File: src/rtl/fsm_stim_if.sv
`default_nettype none
// ============================================================================
// Module   : fsm_stim_if
// Purpose  : Request/completion handshake between a requester and fsm_stim.
//            The requester offers a target state, fsm_stim signals when it
//            can take one and pulses done when the driven FSM has reached it.
// Signals  : req_valid   requester -> stimulator, request present
//            req_target  requester -> stimulator, requested target state
//            req_ready   stimulator -> requester, request can be accepted
//            done        stimulator -> requester, one-cycle completion pulse
// Revision : 1.0 - initial release
// ============================================================================
interface fsm_stim_if;
  logic       req_valid;
  logic [1:0] req_target;
  logic       req_ready;
  logic       done;

  modport master (
    output req_valid,
    output req_target,
    input  req_ready,
    input  done
  );

  modport slave (
    input  req_valid,
    input  req_target,
    output req_ready,
    output done
  );
endinterface
`default_nettype wire

File: src/rtl/fsm_stim.sv
`default_nettype none
// ============================================================================
// Module   : fsm_stim
// Purpose  : Steers an external four-state FSM to a requested state by
//            emitting legal input symbols (or a reset pulse), one step per
//            cycle, while tracking the expected FSM state in shadow_state.
// Ports    : clk           rising-edge clock
//            reset         asynchronous active-high reset
//            req           fsm_stim_if.slave (req_valid, req_target,
//                          req_ready, done)
//            in_code       symbol fed to the driven FSM (00 when idle)
//            tgt_rst       one-cycle synchronous reset for the driven FSM
//            state_obs     state reported by the driven FSM
//            shadow_state  internal model of the driven FSM state
//            err           sticky mismatch flag
// Options  : FSM_STIM_CHECK_EN - when defined, state_obs is compared with
//            shadow_state in SETTLE and a mismatch sets err. When undefined,
//            err is tied low and state_obs is ignored.
// Revision : 1.0 - initial release
// ============================================================================
module fsm_stim (
  input  wire logic       clk,
  input  wire logic       reset,
  fsm_stim_if.slave       req,
  output logic [1:0]      in_code,
  output logic            tgt_rst,
  input  wire logic [1:0] state_obs,
  output logic [1:0]      shadow_state,
  output logic            err
);

  typedef enum logic [1:0] {
    IDLE   = 2'd0,
    DRIVE  = 2'd1,
    SETTLE = 2'd2,
    DONE   = 2'd3
  } state_t;

  state_t     state;
  logic [1:0] target;
  logic       ready_q;
  logic       done_q;

  assign req.req_ready = ready_q;
  assign req.done      = done_q;

  // Transition function of the driven FSM. Codes that are illegal in a
  // state are never emitted, so they simply hold the state here.
  function automatic logic [1:0] fsm_next(input logic [1:0] s, input logic [1:0] c);
    logic [1:0] n;
    n = s;
    case (s)
      2'd0: n = (c == 2'b01) ? 2'd1 : 2'd0;
      2'd1: n = (c == 2'b00) ? 2'd1 : c;
      2'd2: n = (c == 2'b01) ? 2'd1 : 2'd2;
      2'd3: n = (c == 2'b01) ? 2'd1 : 2'd3;
    endcase
    return n;
  endfunction

  // First move on the shortest legal path from s to t, as {tgt_rst, code}.
  // Every path to S2/S3 goes through S1, so planning one step at a time
  // from the updated shadow reproduces the full multi-step path.
  function automatic logic [2:0] first_step(input logic [1:0] s, input logic [1:0] t);
    logic [2:0] m;
    m = 3'b000;
    if (s != t) begin
      case (t)
        2'd0: m = 3'b100;
        2'd1: m = 3'b001;
        2'd2: m = (s == 2'd1) ? 3'b010 : 3'b001;
        2'd3: m = (s == 2'd1) ? 3'b011 : 3'b001;
      endcase
    end
    return m;
  endfunction

  logic [2:0] first_move;
  logic [1:0] shadow_next;
  logic [2:0] next_move;

  assign first_move  = first_step(shadow_state, req.req_target);
  assign shadow_next = tgt_rst ? 2'd0 : fsm_next(shadow_state, in_code);
  assign next_move   = first_step(shadow_next, target);

  always_ff @(posedge clk or posedge reset) begin
    if (reset) begin
      state        <= IDLE;
      target       <= 2'd0;
      shadow_state <= 2'd0;
      in_code      <= 2'b00;
      tgt_rst      <= 1'b0;
      done_q       <= 1'b0;
      ready_q      <= 1'b0;
    end else begin
      case (state)
        IDLE: begin
          ready_q <= 1'b1;
          done_q  <= 1'b0;
          if (req.req_valid && ready_q) begin
            target  <= req.req_target;
            ready_q <= 1'b0;
            if (req.req_target == shadow_state) begin
              state <= SETTLE;
            end else begin
              state              <= DRIVE;
              {tgt_rst, in_code} <= first_move;
            end
          end
        end
        DRIVE: begin
          shadow_state <= shadow_next;
          if (shadow_next == target) begin
            in_code <= 2'b00;
            tgt_rst <= 1'b0;
            state   <= SETTLE;
          end else begin
            {tgt_rst, in_code} <= next_move;
          end
        end
        SETTLE: begin
          done_q <= 1'b1;
          state  <= DONE;
        end
        DONE: begin
          done_q  <= 1'b0;
          ready_q <= 1'b1;
          state   <= IDLE;
        end
      endcase
    end
  end

`ifdef FSM_STIM_CHECK_EN
  always_ff @(posedge clk or posedge reset) begin
    if (reset) begin
      err <= 1'b0;
    end else if (state == SETTLE && state_obs != shadow_state) begin
      err <= 1'b1;
    end
  end
`else
  logic unused_state_obs;
  assign unused_state_obs = ^state_obs;
  assign err              = 1'b0;
`endif

endmodule
`default_nettype wire

File: src/flat_wrapper.sv
// flat-port wrapper written by rule: the top's interface ports become plain ports
module fsm_stim_flat 
  (clk, reset, in_code, tgt_rst, state_obs, shadow_state, err, req_req_valid, req_req_target, req_req_ready, req_done);
  fsm_stim_if req_i ();
  input  wire logic clk;
  input  wire logic reset;
  output logic [1:0] in_code;
  output logic tgt_rst;
  input  wire logic [1:0] state_obs;
  output logic [1:0] shadow_state;
  output logic err;
  input wire logic [$bits(req_i.req_valid)-1:0] req_req_valid;
  input wire logic [$bits(req_i.req_target)-1:0] req_req_target;
  output wire logic [$bits(req_i.req_ready)-1:0] req_req_ready;
  output wire logic [$bits(req_i.done)-1:0] req_done;
  assign req_i.req_valid = req_req_valid;
  assign req_i.req_target = req_req_target;
  assign req_req_ready = req_i.req_ready;
  assign req_done = req_i.done;
  fsm_stim u_core (.clk(clk), .reset(reset), .req(req_i), .in_code(in_code), .tgt_rst(tgt_rst), .state_obs(state_obs), .shadow_state(shadow_state), .err(err));
endmodule
File: config.mk
export PLATFORM = sky130hd
export DESIGN_NAME = fsm_stim_flat
export DESIGN_NICKNAME = d
export VERILOG_FILES = /design/src/rtl/fsm_stim_if.sv /design/src/rtl/fsm_stim.sv /design/src/flat_wrapper.sv
export SDC_FILE = /design/constraint.sdc
export NUM_CORES = 1
export LEC_CHECK = 0
export ABC_CLOCK_PERIOD_IN_PS = 1690
export CELL_PAD_IN_SITES_DETAIL_PLACEMENT = 0
export CELL_PAD_IN_SITES_GLOBAL_PLACEMENT = 1
export CORE_ASPECT_RATIO = 0.75
export CORE_MARGIN = 5
export CORE_UTILIZATION = 35
export DETAILED_ROUTE_END_ITERATION = 8
export PLACE_DENSITY = 0.8
export RECOVER_POWER = 25
export SLEW_MARGIN = 20
export SYNTH_ARGS = -nofsm -noshare
export SYNTH_HDL_FRONTEND = slang
export SYNTH_SLANG_ARGS = --single-unit
export TNS_END_PERCENT = 100
File: constraint.sdc
create_clock -name clk -period 1.69 [get_ports clk]
set_input_delay 0.338 -clock clk [delete_from_list [all_inputs] [get_ports clk]]
set_output_delay 0.338 -clock clk [all_outputs]
set_load 0.01 [all_outputs]
# == After elaboration in Yosys (flattened, before gate mapping) ==
# Index checks and enable logic that the tools add are counted.
# classes
add_sub_neg,0
mul,0
div_mod_pow,0
magnitude_cmp,0
n_eq_ne,21
shift,0
n_mux,29
bitwise,0
reduce_logical,13
# ops
operator,n
2-to-1 mux 2 bit,14
one-hot mux 3 bit (4 select lines),2
"== test 2 bit, second input constant",8
one-hot mux 2 bit (4 select lines),2
"== test 2 x 1 -> 1 bit, second input constant",6
logical NOT 2 bit,5
2-to-1 mux 3 bit,2
one-hot mux 1 bit (2 select lines),3
nonzero test 2 bit,3
2-to-1 mux 1 bit,5
== test 2 bit,2
"!= test 2 x 1 -> 1 bit, second input constant",2
!= test 2 bit,2
one-hot mux 2 bit (2 select lines),1
AND reduction 2 bit,2
AND reduction 3 bit,1
"!= test 2 bit, second input constant",1
OR reduction 2 bit,1
logical AND 1 bit,1
# totals
reg_bits,11
latchBits,0
ramBits,0
mem_bits_ro,0
wordCells,70
n_memories,0

# == Depth between registers and ports, before layout ==
# Gate-level depths: netlist of the first run.
# depth
depth_word,10
depth_mapped,8
mapped_depth_nobuf,7

# == Least setup slack after synthesis of the first run ==
# OpenSTA, ideal clock, no wires.
# synth_path
kind,flip-flop to flip-flop
from,register u_core.state[1]
to,register u_core.in_code[1]
arrival_time_ps,1603
required_ps,1565
slack_ps,-38
stages_incl_launch_ff,7
n_path_buf,1
path_cell_list,dfrtp_1 inv_1 ha_1 clkbuf_1 inv_1 o22ai_1 mux2_2
# synth_via
elab_chain_cells,3
word_cells_on_any_way,7
# synth_lines
element,line,source
start: declaration,fsm_stim.sv:39,state_t state;
start signal: assignment,fsm_stim.sv:88,state <= IDLE;
start signal: assignment,fsm_stim.sv:104,state <= SETTLE;
start signal: assignment,fsm_stim.sv:106,state <= DRIVE;
logical NOT 2 bit or == test 2 x 1 -> 1 bit (tied branches),fsm_stim.sv:96,case (state)
!= test 2 bit (no source line) (tied with other cells),--,
AND reduction 3 bit (no source line),--,
end signal: assignment,fsm_stim.sv:107,"{tgt_rst, in_code} <= first_move;"
end signal: assignment,fsm_stim.sv:118,"{tgt_rst, in_code} <= next_move;"
end: declaration,fsm_stim.sv:25,"output logic [1:0] in_code,"
# Several ways; a longest one is shown, not always the timed one.
# A chain may end at the register's enable or synchronous reset.

# == Worst setup path after layout of the first run ==
# layout_path
from,register u_core.in_code[0]
to,output in_code[0]
# layout_rtl
element,line,source
end: declaration,flat_wrapper.sv:7,output logic [1:0] in_code;
# No word-level cell between the ends.

==> metrics.txt, run 1 <==
# TYPE chip_impl_metric gauge
chip_impl_metric{name="fp.dieArea",unit="µm²"} 3520
chip_impl_metric{name="cts.reportedPaths.clkPinSlew",unit="ps"} 80
chip_impl_info{name="status",value="finished, final reports clean"} 1
chip_impl_metric{name="first_global_vias",unit=""} 771
chip_impl_metric{name="via_density_per_instance",unit=""} 4.75
chip_impl_info{name="cts_tree",value="yes"} 1
chip_impl_metric{name="antenna_found_initial",unit=""} 0
chip_impl_info{name="timing.setup.critical_path_class",value="reg -> out"} 1
chip_impl_metric{name="worst_ep_required_time",unit="ps"} 1350
chip_impl_metric{name="die_height",unit="µm"} 52.6
chip_impl_metric{name="cts.sinks",unit=""} 11
chip_impl_metric{name="drv_slew",unit=""} 0
chip_impl_info{name="critPathTopFamily",value="buffers and inverters"} 1
chip_impl_metric{name="placement.io_buffers",unit=""} 11
chip_impl_info{name="postSynth.topFlopCell",value="dfrtp_1"} 1
chip_impl_metric{name="syn_avg_cell_area",unit="µm²"} 9.43
chip_impl_metric{name="dr_total_vias",unit=""} 737
chip_impl_info{name="slowest_cp_cell",value="clkdlybuf4s50_1"} 1
chip_impl_metric{name="wire_length_of_the_first_global_routing_pass",unit="µm"} 3420
chip_impl_metric{name="timing.hold.ws",unit="ps"} 495
chip_impl_info{name="timing.critical_path.to_type",value="output pin"} 1
chip_impl_info{name="clock-root-buffer",value="clkbuf_4"} 1
chip_impl_metric{name="layout_worst_path_cycle_share",unit="%"} 95.8
chip_impl_metric{name="leakage",unit="nW"} 0.495
chip_impl_metric{name="cts_buffers",unit=""} 3
chip_impl_metric{name="worst_clock_skew",unit="ps"} 13.4
chip_impl_metric{name="drv.max_cap_violation_count",unit=""} 0
chip_impl_metric{name="count_of_unresolved_drc_violations_after_routing",unit=""} 0
chip_impl_metric{name="core_region_area",unit="µm²"} 2310
chip_impl_metric{name="synth_top_cell_area_share",unit="%"} 32.4
chip_impl_metric{name="routed_wirelength",unit="µm"} 1940
chip_impl_info{name="synth_area_leaders",value="dfrtp_1 (32%), ha_1 (7.4%), o21ai_0 (5.9%), inv_1 (4.4%), mux2_2 (4.0%)"} 1
chip_impl_metric{name="synth_enable_flop_cells",unit=""} 0
chip_impl_metric{name="synth_cell_type_count",unit=""} 37
chip_impl_metric{name="sum_of_internal_switching_and_leakage_power",unit="mW"} 2.19
chip_impl_metric{name="max-clock-path-buffers",unit=""} 2
chip_impl_metric{name="sequential_element_share_of_the_synthesized_area",unit="%"} 32.4
chip_impl_metric{name="synthesis.instances",unit=""} 90
chip_impl_metric{name="net-switching-power",unit="mW"} 0.910
chip_impl_metric{name="fp.dieW",unit="µm"} 66.8
chip_impl_metric{name="antenna_cells",unit=""} 0
chip_impl_info{name="synth_top_cell_by_area",value="dfrtp_1"} 1
chip_impl_info{name="setup_repair_after_global_routing_missed_its_margin",value="no"} 1
chip_impl_metric{name="global_route.overflow_total",unit=""} 0
chip_impl_metric{name="multi_input_area",unit="µm²"} 508
chip_impl_metric{name="drc_marker_count_from_the_first_detailed_route_iteration",unit=""} 11
chip_impl_info{name="worstSetupStartpoint",value="u_core.in_code[0]"} 1
chip_impl_metric{name="layout-area-overhead-vs-synth",unit="%"} 36.4
chip_impl_metric{name="p_sw_share",unit="%"} 41.6
chip_impl_metric{name="route.detailed.wl_per_inst",unit="µm"} 12.5
chip_impl_metric{name="htreeDepth",unit=""} 1
chip_impl_metric{name="final_setup_viols",unit=""} 0
chip_impl_metric{name="clock_network_fraction_of_total_power",unit="%"} 8.3
chip_impl_metric{name="min_period",unit="ps"} 1620
chip_impl_metric{name="worst-path-buf-inv",unit=""} 1
chip_impl_metric{name="grt.total_usage",unit="%"} 13.0
chip_impl_metric{name="ant_nets",unit=""} 0
chip_impl_info{name="r2r_start",value="u_core.shadow_state[1]"} 1
chip_impl_metric{name="fp-row-count",unit=""} 15
chip_impl_metric{name="drive_gt1_share",unit="%"} 35.5
chip_impl_metric{name="syn-cell-area",unit="µm²"} 848
chip_impl_metric{name="ioPinCount",unit=""} 15
chip_impl_metric{name="fin_nets",unit=""} 134
chip_impl_metric{name="pwr-share-seq",unit="%"} 25.5
chip_impl_metric{name="drt_pass1_iterations",unit=""} 4
chip_impl_metric{name="timing.critical_path.slowest_cell_delay",unit="ps"} 570
chip_impl_metric{name="place_congestion",unit=""} 0.828
chip_impl_info{name="hold_path.class",value="in -> async"} 1
chip_impl_metric{name="intPower",unit="mW"} 1.28
chip_impl_metric{name="start_util",unit="%"} 36.7
chip_impl_metric{name="sequential_cell_area",unit="µm²"} 282
chip_impl_metric{name="comb_power_share",unit="%"} 66.2
chip_impl_metric{name="nFillCells",unit=""} 233
chip_impl_metric{name="mappedNetlistNets",unit=""} 102
chip_impl_metric{name="cp_data_arrival_time",unit="ps"} 1280
chip_impl_info{name="setup.worst_path.start_class",value="register"} 1
chip_impl_metric{name="dp.final_hpwl",unit="µm"} 1590
chip_impl_metric{name="synthesis.yosys.warnings",unit=""} 0
chip_impl_metric{name="power.density_cell_area",unit="nW/µm²"} 1890
chip_impl_info{name="cp_cell_sequence",value="clkdlybuf4s50_1"} 1
chip_impl_metric{name="timing.critical_path.fanout_max",unit=""} 6
chip_impl_metric{name="clock.fmax",unit="MHz"} 618
chip_impl_metric{name="reg2reg_slack",unit="ps"} 100
chip_impl_metric{name="timing_hold_violations_final",unit=""} 0
chip_impl_metric{name="largest_net_degree_at_the_start_of_global_routing",unit=""} 12
chip_impl_metric{name="ys_ff_latch",unit=""} 11
chip_impl_metric{name="worstSkewPairLatency",unit="ps"} 270
chip_impl_metric{name="vdd_drop_max",unit="V"} 0.000573
chip_impl_metric{name="async_reset_ff_share",unit="%"} 100
## sequential cells by signal, summed over array words and instances, names as in the netlist
register / flops
u_core.target: 2
u_core.in_code: 2
u_core.tgt_rst: 1
u_core.shadow_state: 2
u_core.state: 2
u_core.req.done: 1
u_core.req.req_ready: 1
## metal layers
| layer | vias to the layer above | share of wire [%] | global-route usage, % |
|---|---|---|---|
| met5 | - | 0 | 0 |
| li1 | 384 | - | - |
| met4 | 0 | 1.1 | 4.05 |
| met2 | 13 | 47 | 21.5 |
| met1 | 338 | 49 | 16.0 |
| met3 | 2 | 3.1 | 4.08 |
## Yosys cell counts, types with 3 or more instances
cell type / number
a21oi_1: 3
dfrtp_1: 11
ha_1: 5
inv_1: 10
mux2_2: 3
nand2_1: 6
nor2_1: 4
o21ai_0: 10
## logic make-up (layout without fill, tap and decap cells)
family	Yosys count	after routing	synth area share (%)
flip-flops	11	11	32.4
multiplexers	3	3	3.98
AND/OR/NAND/NOR	25	25	17.0
adder cells (fa/ha/maj)	6	6	8.55
AO/OA/AOI/OAI	28	28	27.6
other	1	1	0.442
XOR/XNOR	2	2	2.07
buffers and inverters	14	45	7.96
## path summary, 6_finish.rpt
check                      cells past startpoint                     end
setup / recovery                               1              in_code[0]
hold / removal                                 2         u_core.req.done
setup reg to reg                               5       u_core.in_code[0]
hold reg to reg                                1         u_core.req.done
max in group asynchronous                      2  u_core.shadow_state[0]
min in group clk                               1         u_core.req.done
## cell type report
| type | instances | area share (%) |
|---|---|---|
| Clock inverter | 1 | 0.432 |
| Inverter | 10 | 3.24 |
| Timing Repair Buffer | 31 | 22.5 |
| Sequential cell | 11 | 24.3 |
| Tap cell | 34 | 3.68 |
| Clock buffer | 3 | 1.95 |
| Multi-Input combinational cell | 65 | 43.9 |
## through the flow
step,area (µm²),instances,util (%),setup slack [ps],TNS [ps]
after detailed placement,1100,148,47.6,-154,-470
after global routing,1160,155,50.1,2.41,0
final,1160,155,50.1,71.1,0
after CTS,1130,152,48.9,39.0,0
after floorplan,850,90,-,48.3,0
after global placement,1100,148,47.6,-85.5,-148
## power by group through the flow
stage          sequential, mW  clock (mW)  combinational [mW]
2_1_floorplan           0.573           0               0.830
3_5_place_dp            0.559           0                1.39
5_1_grt                 0.583       0.215                1.59
6_report                0.557       0.182                1.45
3_3_place_gp            0.551           0                1.36
4_1_cts                 0.558       0.193                1.40
## cells in the final DEF (no fill, tap or decap), types with 3 or more instances in the layout
master / instances
nand2_1: 6
o21ai_0: 10
nor2_1: 3
mux2_2: 3
inv_1: 10
dfrtp_1: 6
dfrtp_2: 5
clkdlybuf4s50_1: 10
a21oi_1: 3
ha_1: 5
clkbuf_4: 3
buf_4: 20
## repair_timing
item / in CTS / in global routing
hold buffers: 0 / 0
resized for setup: 2 / 4
buffers inserted: 0 / 3
pin swaps: 0 / 0
setup endpoints to repair: 2 / 4
Power figures use the tool's default switching activity.
==> run 2, diff against run 1 <==
- CELL_PAD_IN_SITES_DETAIL_PLACEMENT: 0 -> 2
- CELL_PAD_IN_SITES_GLOBAL_PLACEMENT: 1 -> 2
- CORE_UTILIZATION: 35 -> 28
- PLACE_DENSITY: 0.8 -> 0.79
==> metrics.txt, run 2 (synthesized netlist as in run 1, its figures left out) <==
# TYPE chip_impl_metric gauge
chip_impl_info{name="slowest_cp_cell",value="dfrtp_2"} 1
chip_impl_info{name="setup.worst_path.start_class",value="register"} 1
chip_impl_metric{name="route.detailed.wl_per_inst",unit="µm"} 18.5
chip_impl_metric{name="place_congestion",unit=""} 0.805
chip_impl_info{name="mostFrequentLayoutCell",value="buf_4"} 1
chip_impl_metric{name="layout_worst_path_cycle_share",unit="%"} 95.6
chip_impl_metric{name="first_global_vias",unit=""} 932
chip_impl_metric{name="fp.dieArea",unit="µm²"} 4240
chip_impl_metric{name="via_density_per_instance",unit=""} 5.21
chip_impl_metric{name="die_height",unit="µm"} 57.7
chip_impl_metric{name="intPower",unit="mW"} 1.39
chip_impl_metric{name="layout-area-overhead-vs-synth",unit="%"} 41.0
chip_impl_metric{name="ant_nets",unit=""} 0
chip_impl_info{name="hold_path.class",value="reg -> reg"} 1
chip_impl_metric{name="antenna_found_initial",unit=""} 0
chip_impl_metric{name="fp.dieW",unit="µm"} 73.6
chip_impl_info{name="timing.setup.critical_path_class",value="reg -> reg"} 1
chip_impl_info{name="cp_cell_sequence",value="nand2b_4, a211o_2, a31o_1, a221oi_2, o22ai_1"} 1
chip_impl_metric{name="largest_net_degree_at_the_start_of_global_routing",unit=""} 12
chip_impl_metric{name="vdd_drop_max",unit="V"} 0.000504
chip_impl_metric{name="comb_power_share",unit="%"} 65.5
chip_impl_info{name="clock-root-buffer",value="clkbuf_8"} 1
chip_impl_metric{name="clock_network_fraction_of_total_power",unit="%"} 11.2
chip_impl_info{name="timing.critical_path.to_type",value="register"} 1
chip_impl_metric{name="cts.reportedPaths.clkPinSlew",unit="ps"} 50
chip_impl_metric{name="timing.critical_path.slowest_cell_delay",unit="ps"} 430
chip_impl_metric{name="global_route.overflow_total",unit=""} 0
chip_impl_metric{name="antenna_cells",unit=""} 0
chip_impl_metric{name="core_region_area",unit="µm²"} 2940
chip_impl_info{name="cts_tree",value="yes"} 1
chip_impl_info{name="setup_repair_after_global_routing_missed_its_margin",value="yes"} 1
chip_impl_metric{name="pwr-share-seq",unit="%"} 23.3
chip_impl_metric{name="nFillCells",unit=""} 328
chip_impl_metric{name="start_util",unit="%"} 28.9
chip_impl_metric{name="sum_of_internal_switching_and_leakage_power",unit="mW"} 2.48
chip_impl_metric{name="drc_marker_count_from_the_first_detailed_route_iteration",unit=""} 23
chip_impl_metric{name="power.density_cell_area",unit="nW/µm²"} 2070
chip_impl_metric{name="max-clock-path-buffers",unit=""} 2
chip_impl_metric{name="final_setup_viols",unit=""} 0
chip_impl_metric{name="min_period",unit="ps"} 1620
chip_impl_metric{name="count_of_unresolved_drc_violations_after_routing",unit=""} 0
chip_impl_metric{name="leakage",unit="nW"} 0.512
chip_impl_metric{name="clock.fmax",unit="MHz"} 619
chip_impl_info{name="commonest_non_fill_non_tap_cells_in_the_layout",value="buf_4 (17), inv_1 (10), o21ai_0 (10)"} 1
chip_impl_metric{name="post_dp_cell_area",unit="µm²"} 1100
chip_impl_metric{name="grt.total_usage",unit="%"} 15.0
chip_impl_metric{name="drive_gt1_share",unit="%"} 37.3
chip_impl_metric{name="cts.sinks",unit=""} 11
chip_impl_metric{name="fin_nets",unit=""} 131
chip_impl_metric{name="timing_hold_violations_final",unit=""} 0
chip_impl_metric{name="worst_ep_required_time",unit="ps"} 1810
chip_impl_metric{name="dr_total_vias",unit=""} 813
chip_impl_metric{name="cp_data_arrival_time",unit="ps"} 1740
chip_impl_metric{name="p_sw_share",unit="%"} 43.9
chip_impl_metric{name="worst_clock_skew",unit="ps"} 1.63
chip_impl_metric{name="fp-row-count",unit=""} 17
chip_impl_metric{name="worstSkewPairLatency",unit="ps"} 240
chip_impl_metric{name="wire_length_of_the_first_global_routing_pass",unit="µm"} 4720
chip_impl_metric{name="ioPinCount",unit=""} 15
chip_impl_metric{name="drt_pass1_iterations",unit=""} 4
chip_impl_metric{name="multi_input_area",unit="µm²"} 547
chip_impl_metric{name="dp.final_hpwl",unit="µm"} 2200
chip_impl_metric{name="net-switching-power",unit="mW"} 1.09
chip_impl_metric{name="timing.critical_path.fanout_max",unit=""} 4
chip_impl_metric{name="cts_buffers",unit=""} 3
chip_impl_metric{name="hold_buffers",unit=""} 0
chip_impl_metric{name="sequential_cell_area",unit="µm²"} 280
chip_impl_metric{name="timing.hold.ws",unit="ps"} 518
chip_impl_metric{name="htreeDepth",unit=""} 1
chip_impl_metric{name="drv.max_cap_violation_count",unit=""} 0
chip_impl_metric{name="fin_setup_tns",unit="ps"} 0
chip_impl_metric{name="finish.instance_area",unit="µm²"} 1200
chip_impl_metric{name="placement.io_buffers",unit=""} 11
chip_impl_info{name="status",value="finished, final reports clean"} 1
chip_impl_metric{name="routed_wirelength",unit="µm"} 2890
chip_impl_metric{name="drv_slew",unit=""} 0
-- run 2: cell types whose count changed in the layout (fill, tap and decap cells not counted), moves of 2 or more --
cell,previous run,this run
clkbuf_8,0,3
clkdlybuf4s50_1,10,8
ha_1,5,3
buf_4,20,17
clkbuf_4,3,0
-- run 2: layout make-up --
| type | instances | share of cell area, % |
|---|---|---|
| inverter | 10 | 3.14 |
| timing repair buffer | 28 | 20.0 |
| tap | 38 | 3.97 |
| clock buffer | 4 | 3.77 |
| sequential | 11 | 23.4 |
| multi-input combinational | 65 | 45.7 |
-- run 2: power groups by stage --
stage	logic (mW)	clock network (mW)	registers, mW
after floorplan	0.830	0	0.573
after global placement	1.40	0	0.554
after detailed placement	1.50	0	0.564
after CTS	1.55	0.289	0.570
after global routing	1.75	0.300	0.602
final	1.63	0.278	0.577
-- run 2: per-stage QoR --
step,instances,setup slack [ps],utilization (%)
floorplan,90,48.3,-
global placement,152,-76.5,37.6
detailed placement,152,-128,37.6
CTS,156,7.12,39.5
global route,156,-18.9,40.8
finish,156,74.0,40.8
-- run 2: what timing repair did --
item	4_1_cts	5_1_grt
setup endpoints to repair	4	8
resized for setup	5	9
setup buffers	0	0
pin swaps	0	0
hold endpoints to repair	0	0
-- run 2: worst max-delay path: cells and delay by family, from the launching register on --
kind             cells  cell delay (ps)
AO/OA/AOI/OAI        4              880
flip-flops           1              430
AND/OR/NAND/NOR      1              170
-- run 2: per-layer routing --
metal / wire [µm] / track usage [%] / part of all wire (%) / vias up
met5: 0 / 0 / 0 / -
li1: - / - / - / 379
met1: 1290 / 18.6 / 45 / 409
met3: 123 / 3.81 / 4.3 / 6
met4: 51 / 5.17 / 1.8 / 0
met2: 1420 / 25.0 / 49 / 19
-- run 2: final timing paths --
kind	start	end	slack (ps)	depth (start not counted)
max	u_core.shadow_state[1]	u_core.in_code[0]	70	5
min	u_core.req.done	u_core.req.done	520	1
max reg2reg	u_core.shadow_state[1]	u_core.in_code[0]	70	5
min reg2reg	u_core.req.done	u_core.req.done	520	1
max in group asynchronous	reset	u_core.in_code[0]	800	2
min in group asynchronous	reset	u_core.state[1]	540	2
